--- config.mk ---
export PLATFORM = sky130hd
export DESIGN_NAME = hv_cdb_receiver
export DESIGN_NICKNAME = d
export VERILOG_FILES = /design/src/rtl/hv_cdb_receiver.sv
export SDC_FILE = /design/constraint.sdc
export NUM_CORES = 2
export LEC_CHECK = 0
export ABC_CLOCK_PERIOD_IN_PS = 3500
export BUFFER_PORTS_ARGS = -buffer_cell sky130_fd_sc_hd__buf_2
export CAP_MARGIN = 20
export CORE_MARGIN = 4
export CORE_UTILIZATION = 45
export DETAILED_ROUTE_END_ITERATION = 6
export GPL_TIMING_DRIVEN = 0
export PLACE_DENSITY = 0.68
export SETUP_SLACK_MARGIN = 0.2
export SYNTH_ARGS = -nofsm -noshare
export SYNTH_HDL_FRONTEND = slang
export SYNTH_SLANG_ARGS = --single-unit
--- constraint.sdc ---
create_clock -name clk -period 3.5 [get_ports clk]
set_input_delay 0.7 -clock clk [delete_from_list [all_inputs] [get_ports clk]]
set_output_delay 0.7 -clock clk [all_outputs]
set_load 0.01 [all_outputs]
--- src/rtl/hv_cdb_receiver.sv ---
// hv_cdb_receiver: host-facing CDB ingress stage.
// Collects 4-beat CDBs and checks framing and checksum. Good CDBs are held in
// a small slot buffer. Each held CDB is replayed to the command queue as a
// 4-beat burst followed by one idle cycle.
module hv_cdb_receiver #(
  parameter int CMD_IO_WIDTH  = 64,
  parameter int CDB_SLOTS     = 2,
  parameter int ERR_CNT_WIDTH = 16
) (
  input  logic                     clk,
  input  logic                     reset,
  input  logic                     host_ie,
  input  logic [CMD_IO_WIDTH-1:0]  host_in,
  output logic                     host_ready,
  input  logic                     cq_cin_ready,
  output logic                     cmd_ie,
  output logic [CMD_IO_WIDTH-1:0]  cmd_in,
  output logic                     cdb_err,
  output logic [1:0]               err_code,
  output logic [7:0]               err_tag,
  output logic [ERR_CNT_WIDTH-1:0] err_count
);

  localparam int CDB_W = 4 * CMD_IO_WIDTH;
  localparam int PTR_W = (CDB_SLOTS > 1) ? $clog2(CDB_SLOTS) : 1;
  localparam int OCC_W = $clog2(CDB_SLOTS + 1);
  localparam int SUM_W = OCC_W + 1;

  localparam logic [1:0] ERR_SUM   = 2'b01;
  localparam logic [1:0] ERR_FRAME = 2'b10;
  localparam logic [1:0] ERR_OVF   = 2'b11;

  typedef enum logic [1:0] {
    TX_IDLE = 2'd0,
    TX_SEND = 2'd1,
    TX_GAP  = 2'd2
  } tx_state_t;

  // Word 4 carries, per byte lane, the XOR of the other seven 32-bit words.
  function automatic logic cdb_sum_ok(input logic [255:0] cdb);
    logic [31:0] sum;
    sum = cdb[31:0] ^ cdb[63:32] ^ cdb[95:64] ^ cdb[127:96]
        ^ cdb[191:160] ^ cdb[223:192] ^ cdb[255:224];
    return (sum == cdb[159:128]);
  endfunction

  function automatic logic [PTR_W-1:0] ptr_inc(input logic [PTR_W-1:0] p);
    if (p == PTR_W'(CDB_SLOTS - 1)) begin
      return {PTR_W{1'b0}};
    end else begin
      return p + PTR_W'(1);
    end
  endfunction

  // Beat collection
  logic [1:0]              rx_cnt_r;
  logic [CMD_IO_WIDTH-1:0] rx_lane0_r;
  logic [CMD_IO_WIDTH-1:0] rx_lane1_r;
  logic [CMD_IO_WIDTH-1:0] rx_lane2_r;
  logic                    rx_ovf_r;

  // CHECK stage and slot buffer
  logic                    chk_valid_r;
  logic [CDB_W-1:0]        chk_data_r;
  logic [CDB_W-1:0]        slot_mem_r [CDB_SLOTS];
  logic [PTR_W-1:0]        wr_ptr_r;
  logic [PTR_W-1:0]        rd_ptr_r;
  logic [OCC_W-1:0]        occ_r;
  logic                    host_ready_r;

  // Replay FSM
  tx_state_t               tx_state_r;
  logic [1:0]              tx_idx_r;
  logic                    cmd_ie_r;
  logic [CMD_IO_WIDTH-1:0] cmd_in_r;

  // Error reporting
  logic                     cdb_err_r;
  logic [1:0]               err_code_r;
  logic [7:0]               err_tag_r;
  logic [ERR_CNT_WIDTH-1:0] err_count_r;

  logic [CDB_W-1:0]        rx_cdb_s;
  logic                    rx_last_s;
  logic                    rx_frame_err_s;
  logic                    rx_sum_ok_s;
  logic                    rx_good_s;
  logic                    slot_wr_s;
  logic                    slot_rd_s;
  logic                    tx_start_s;
  logic [OCC_W-1:0]        occ_nxt_s;
  logic                    host_ready_nxt_s;
  logic [CDB_W-1:0]        tx_slot_s;
  logic [CMD_IO_WIDTH-1:0] tx_beat_s;
  logic                    err_evt_s;
  logic [1:0]              err_code_nxt_s;
  logic [7:0]              err_tag_nxt_s;

  assign rx_cdb_s       = {host_in, rx_lane2_r, rx_lane1_r, rx_lane0_r};
  assign rx_last_s      = host_ie && (rx_cnt_r == 2'd3);
  assign rx_frame_err_s = !host_ie && (rx_cnt_r != 2'd0);
  assign rx_sum_ok_s    = cdb_sum_ok(rx_cdb_s);
  assign rx_good_s      = rx_last_s && !rx_ovf_r && rx_sum_ok_s;
  assign slot_wr_s      = chk_valid_r;
  assign slot_rd_s      = (tx_state_r == TX_SEND) && (tx_idx_r == 2'd3);
  assign tx_start_s     = (tx_state_r == TX_IDLE) && (occ_r != {OCC_W{1'b0}}) && cq_cin_ready;

  // Next occupancy: a write and a free in the same cycle cancel out
  always_comb begin
    occ_nxt_s = occ_r;
    if (slot_wr_s && !slot_rd_s) begin
      occ_nxt_s = occ_r + OCC_W'(1);
    end else if (!slot_wr_s && slot_rd_s) begin
      occ_nxt_s = occ_r - OCC_W'(1);
    end else begin
      occ_nxt_s = occ_r;
    end
  end

  // A CDB sitting in CHECK has a slot reserved, so count it as occupied
  always_comb begin
    host_ready_nxt_s = (SUM_W'(occ_nxt_s) + SUM_W'(rx_good_s)) < SUM_W'(CDB_SLOTS);
  end

  // Select the outgoing beat of the slot at the read pointer
  always_comb begin
    tx_slot_s = slot_mem_r[rd_ptr_r];
    case (tx_idx_r)
      2'd0:    tx_beat_s = tx_slot_s[CMD_IO_WIDTH-1:0];
      2'd1:    tx_beat_s = tx_slot_s[2*CMD_IO_WIDTH-1:CMD_IO_WIDTH];
      2'd2:    tx_beat_s = tx_slot_s[3*CMD_IO_WIDTH-1:2*CMD_IO_WIDTH];
      default: tx_beat_s = tx_slot_s[4*CMD_IO_WIDTH-1:3*CMD_IO_WIDTH];
    endcase
  end

  // Classify this cycle's error, if any; framing and end-of-CDB never coincide
  always_comb begin
    err_evt_s      = 1'b0;
    err_code_nxt_s = 2'b00;
    err_tag_nxt_s  = 8'h00;
    if (rx_frame_err_s) begin
      err_evt_s      = 1'b1;
      err_code_nxt_s = ERR_FRAME;
      if (rx_cnt_r >= 2'd2) begin
        err_tag_nxt_s = rx_lane0_r[15:8];
      end else begin
        err_tag_nxt_s = 8'h00;
      end
    end else if (rx_last_s && rx_ovf_r) begin
      err_evt_s      = 1'b1;
      err_code_nxt_s = ERR_OVF;
      err_tag_nxt_s  = rx_lane0_r[15:8];
    end else if (rx_last_s && !rx_sum_ok_s) begin
      err_evt_s      = 1'b1;
      err_code_nxt_s = ERR_SUM;
      err_tag_nxt_s  = rx_lane0_r[15:8];
    end else begin
      err_evt_s      = 1'b0;
      err_code_nxt_s = 2'b00;
      err_tag_nxt_s  = 8'h00;
    end
  end

  // Collect host beats into lanes; beat 3 bypasses straight into CHECK
  always_ff @(posedge clk or negedge reset) begin
    if (!reset) begin
      rx_cnt_r   <= 2'd0;
      rx_lane0_r <= {CMD_IO_WIDTH{1'b0}};
      rx_lane1_r <= {CMD_IO_WIDTH{1'b0}};
      rx_lane2_r <= {CMD_IO_WIDTH{1'b0}};
      rx_ovf_r   <= 1'b0;
    end else if (host_ie) begin
      rx_cnt_r <= rx_cnt_r + 2'd1;
      case (rx_cnt_r)
        2'd0: begin
          rx_lane0_r <= host_in;
          rx_ovf_r   <= ~host_ready_r;
        end
        2'd1:    rx_lane1_r <= host_in;
        2'd2:    rx_lane2_r <= host_in;
        default: rx_lane2_r <= rx_lane2_r;
      endcase
    end else begin
      rx_cnt_r <= 2'd0;
      rx_ovf_r <= 1'b0;
    end
  end

  // CHECK stage, slot writes/frees, pointers and host_ready
  always_ff @(posedge clk or negedge reset) begin
    if (!reset) begin
      chk_valid_r  <= 1'b0;
      chk_data_r   <= {CDB_W{1'b0}};
      for (int i = 0; i < CDB_SLOTS; i++) begin
        slot_mem_r[i] <= {CDB_W{1'b0}};
      end
      wr_ptr_r     <= {PTR_W{1'b0}};
      rd_ptr_r     <= {PTR_W{1'b0}};
      occ_r        <= {OCC_W{1'b0}};
      host_ready_r <= 1'b1;
    end else begin
      chk_valid_r <= rx_good_s;
      if (rx_good_s) begin
        chk_data_r <= rx_cdb_s;
      end
      if (slot_wr_s) begin
        slot_mem_r[wr_ptr_r] <= chk_data_r;
        wr_ptr_r             <= ptr_inc(wr_ptr_r);
      end
      if (slot_rd_s) begin
        rd_ptr_r <= ptr_inc(rd_ptr_r);
      end
      occ_r        <= occ_nxt_s;
      host_ready_r <= host_ready_nxt_s;
    end
  end

  // Replay FSM: 4 unconditional beats once started, then one idle cycle
  always_ff @(posedge clk or negedge reset) begin
    if (!reset) begin
      tx_state_r <= TX_IDLE;
      tx_idx_r   <= 2'd0;
      cmd_ie_r   <= 1'b0;
      cmd_in_r   <= {CMD_IO_WIDTH{1'b0}};
    end else begin
      case (tx_state_r)
        TX_IDLE: begin
          if (tx_start_s) begin
            cmd_ie_r   <= 1'b1;
            cmd_in_r   <= tx_beat_s;
            tx_idx_r   <= 2'd1;
            tx_state_r <= TX_SEND;
          end else begin
            cmd_ie_r <= 1'b0;
          end
        end
        TX_SEND: begin
          cmd_ie_r <= 1'b1;
          cmd_in_r <= tx_beat_s;
          tx_idx_r <= tx_idx_r + 2'd1;
          if (tx_idx_r == 2'd3) begin
            tx_state_r <= TX_GAP;
          end
        end
        TX_GAP: begin
          cmd_ie_r   <= 1'b0;
          tx_state_r <= TX_IDLE;
        end
        default: begin
          cmd_ie_r   <= 1'b0;
          tx_idx_r   <= 2'd0;
          tx_state_r <= TX_IDLE;
        end
      endcase
    end
  end

  // Error pulse, held code/tag and saturating error count
  always_ff @(posedge clk or negedge reset) begin
    if (!reset) begin
      cdb_err_r   <= 1'b0;
      err_code_r  <= 2'b00;
      err_tag_r   <= 8'h00;
      err_count_r <= {ERR_CNT_WIDTH{1'b0}};
    end else begin
      cdb_err_r <= err_evt_s;
      if (err_evt_s) begin
        err_code_r <= err_code_nxt_s;
        err_tag_r  <= err_tag_nxt_s;
        if (err_count_r != {ERR_CNT_WIDTH{1'b1}}) begin
          err_count_r <= err_count_r + ERR_CNT_WIDTH'(1);
        end
      end
    end
  end

  assign host_ready = host_ready_r;
  assign cmd_ie     = cmd_ie_r;
  assign cmd_in     = cmd_in_r;
  assign cdb_err    = cdb_err_r;
  assign err_code   = err_code_r;
  assign err_tag    = err_tag_r;
  assign err_count  = err_count_r;

endmodule

==> run metrics <==
wire per inst=between 20 and 30 µm; Worst EP arrival=between 4 and 5 ns; I/O Buffers=between 150 and 200; Critical Path End Type=flip-flop; worst reg-to-reg path cell count=12; # IOs=between 150 and 200; P&R area growth vs syn=18.40%; failing checks=setup timing; final slew viol count=0; Met3 Routed Length=~8.3 mm; Max Freq=around 280 MHz; Setup TNS Final=-9.499 ns; Avg Cell Area, Syn=between 10 and 15 µm²; largest net degree at the start of global routing=between 150 and 200; Reg2Reg Launch Point=rx_lane0_r[0]$_DFFE_PN0P_; vias in the first global route=around 29,000; Setup CP Type=reg -> reg; initial antenna violation count=18; drt first-iter violations=roughly 2,200; Synthesized Nets=3,196; Syn Inst Count=slightly above 3,000; Top Layer Used=met5; Max-slew headroom=roughly a fifth; Worst EP required=between 4 and 5 ns; Vias/cell=5.764; worst r2r dst=chk_data_r[138]$_DFFE_PN0P_; Detail Route Antenna Nets=0; Max FO, Critical Path=6; status=finished with violations; CP Launch Type=flip-flop; WL final=130.2 mm; metal2 WL=about 61 mm; gp weighted congestion=about 0.85; final core utilization=~54%; core region area=100,100 µm²; ys flop type=dfrtp_1; synthesized area=roughly 45,000 µm²; synthesized flop and latch total=approximately 1,100; period utilization=103.4%; RSZ-0062 raised after global routing=yes; Reg2Reg Setup Slack=-0.12 ns; CTS Buf Count=109; first-pass GRT wire length=193.3 mm; Max-Cap Viols=0; hold crit path type=in -> async; Die Area=approximately 110,000 µm²; static leakage=between 20 and 30 nW; Worst Skew=0.02828 ns; Die W=325.7 µm; clock slew at reported path FFs=~0.06 ns; Initial Util=a little under half; met1 WL=approximately 56 mm; Worst Max-Slew Pin Slew=around 1.2 ns; row cnt=116; endpoints failing setup=roughly 190; clock root buffer=clkbuf_16; total DRC errors in the routed layout=0; share of layout cells above drive strength 1=42.55%; number of synthesized flops with an enable pin=0; TritonCTS clock tree=done; clock tree sinks=between 1,000 and 1,500; Final Hold Fails=0; Period minus WS final=between 3 and 4 ns; Netlist cell types=43; vias post-DR=between 20,000 and 30,000; worst vdd ir=0.0003999 V; Fin Hold WS=roughly 0.082 ns; total design power=30.06 mW; Tot GR Track Use=between 20 and 25%; Seq/Total Area, Yosys=between 50% and 60%; die height=between 300 and 400 µm; htree depth=3; HPWL Detailed=~90 mm; YS warnings=0; total grt overflow=0; Worst-Skew Late Latency=just under 0.7 ns; nets=3,524; Post-synth ARST share=between 90% and 100%; Clock Tree Buf Depth=3; pwr dens=between 500 and 600 nW/µm²; Pre-Repair DR Iteration Count=5; worst setup margin=-0.1204 ns
registers in the layout (all words and copies together), names as in the netlist, 2 cells and up:
register    count
err_code        2
rx_lane1_r     64
chk_data_r    256
err_count      16
cmd_in         64
slot_mem_r    512
rx_cnt_r        2
rx_lane2_r     64
rx_lane0_r     64
tx_state_r      2
occ_r           2
tx_idx_r        2
err_tag         8
per-stage QoR:
step	area, µm²	std cells	setup slack, ns
finish	53770	4842	-0.1204
floorplan	45410	3118	0.6284
global placement	47830	4575	-21.75
detailed placement	48140	4589	-1.349
global route	53750	4833	-0.1159
CTS	53350	4821	-0.02077
routing by layer:
metal | vias to the layer above | track usage, %
met3 | 234 | 4.777
met4 | 8 | 8.991
met1 | 14790 | 33.04
met2 | 853 | 39.10
li1 | 12030 | -
met5 | - | 0
how the worst max path moves through the flow:
stage	startpoint	to	depth (start not counted)
2_1_floorplan	host_in[32]	chk_data_r[227]$_DFFE_PN0P_	9
3_3_place_gp	reset	cmd_in[24]$_DFFE_PN0P_	1
3_5_place_dp	host_in[32]	chk_data_r[132]$_DFFE_PN0P_	11
4_1_cts	rx_lane2_r[32]$_DFFE_PN0P_	chk_data_r[138]$_DFFE_PN0P_	12
5_1_grt	rx_lane0_r[0]$_DFFE_PN0P_	chk_data_r[138]$_DFFE_PN0P_	12
6_report	rx_lane0_r[0]$_DFFE_PN0P_	chk_data_r[138]$_DFFE_PN0P_	12
area by class of cell:
class                   count  area (µm²)
plain buffers             202        1270
repair buffers            217        1897
flip-flops and latches   1065       26650
diodes                     12       30.03
multi-input cells        1839       18580
inverters                  12       45.04
fillers                  8229       46380
clock inverters            32       286.5
clock buffers             165        3385
well taps                1298        1624
what timing repair did:
item	CTS	global route
setup buffers	22	8
endpoints found under the hold margin	0	0
hold buffers	0	0
gates resized for setup	241	94
cloned	13	1
pin swaps	6	10
setup endpoints to repair	342	309
worst max-delay path, cell delays in order, from the launching register on:
cell and delay [ns]:
dfrtp_1 0.43, xnor2_2 0.17, xnor2_2 0.16, xnor2_2 0.36, nand4_1 0.38, or3_4 0.50
nor4_4 0.42, buf_6 0.24, buf_6 0.13, buf_16 0.14, buf_12 0.11, buf_12 0.12
mux2_4 0.30
cell usage in the layout, fill, tap and decap left out, types with 8 or more instances in the layout:
master        n
nor3_1        8
ha_1         10
mux2_2      874
xnor2_1     188
clkbuf_16   115
clkbuf_1    158
a211oi_1    122
xnor2_2      11
mux2i_1      65
nand3_1      14
inv_1        12
nand2_1      16
a21oi_1      75
xor2_1       42
buf_2       160
clkinv_2     19
diode_2      12
clkbuf_8     34
buf_4        14
a21o_1       64
dfrtp_1    1063
nor2_1       11
mux2_4      152
clkbuf_2     23
buf_12       38
o21ai_0      10
a22oi_1      64
nor4_1       10
buf_16       23
a221oi_1     64
logic make-up (layout without fill, tap and decap cells):
group,count (synthesis),after routing,share of synthesized area (%)
other cells,0,12,0
mux,1091,1091,26.87
flops,1065,1065,58.69
fa+ha+maj,10,10,0.2755
buf+inv,214,628,1.987
simple gates,82,82,0.9423
xor+xnor,241,241,4.648
compound gates,415,415,6.582
synthesized netlist by cell type, drive strengths merged (2+ instances only):
master  number  area [µm²]
mux2i       65       650.6
nor2b        3       18.77
nand4        4       25.02
xnor2      199        1743
a22oi       64       480.5
a21oi       76       380.4
nor3         8       40.04
xor2        42       367.9
dfrtp     1064       26630
nand2b       2       12.51
buf         38       241.5
clkbuf     164       615.6
nor4        12       81.33
and3         3       18.77
a211oi     128       960.9
nand3       15       75.07
nor2        11       41.29
inv         12       45.04
ha          10       125.1
and2         3       18.77
a221oi      64       560.5
nand2       16       60.06
nor3b        2       15.01
a21o        64       480.5
o21ai       10       50.05
mux2      1026       11550
power by group:
group	switching (mW)	internal (mW)
clock	4.96	6.87
combinational	2.42	2.00
sequential	0.774	13.0
total	8.15	21.9
Note: power is estimated with default switching activity, not from simulation.
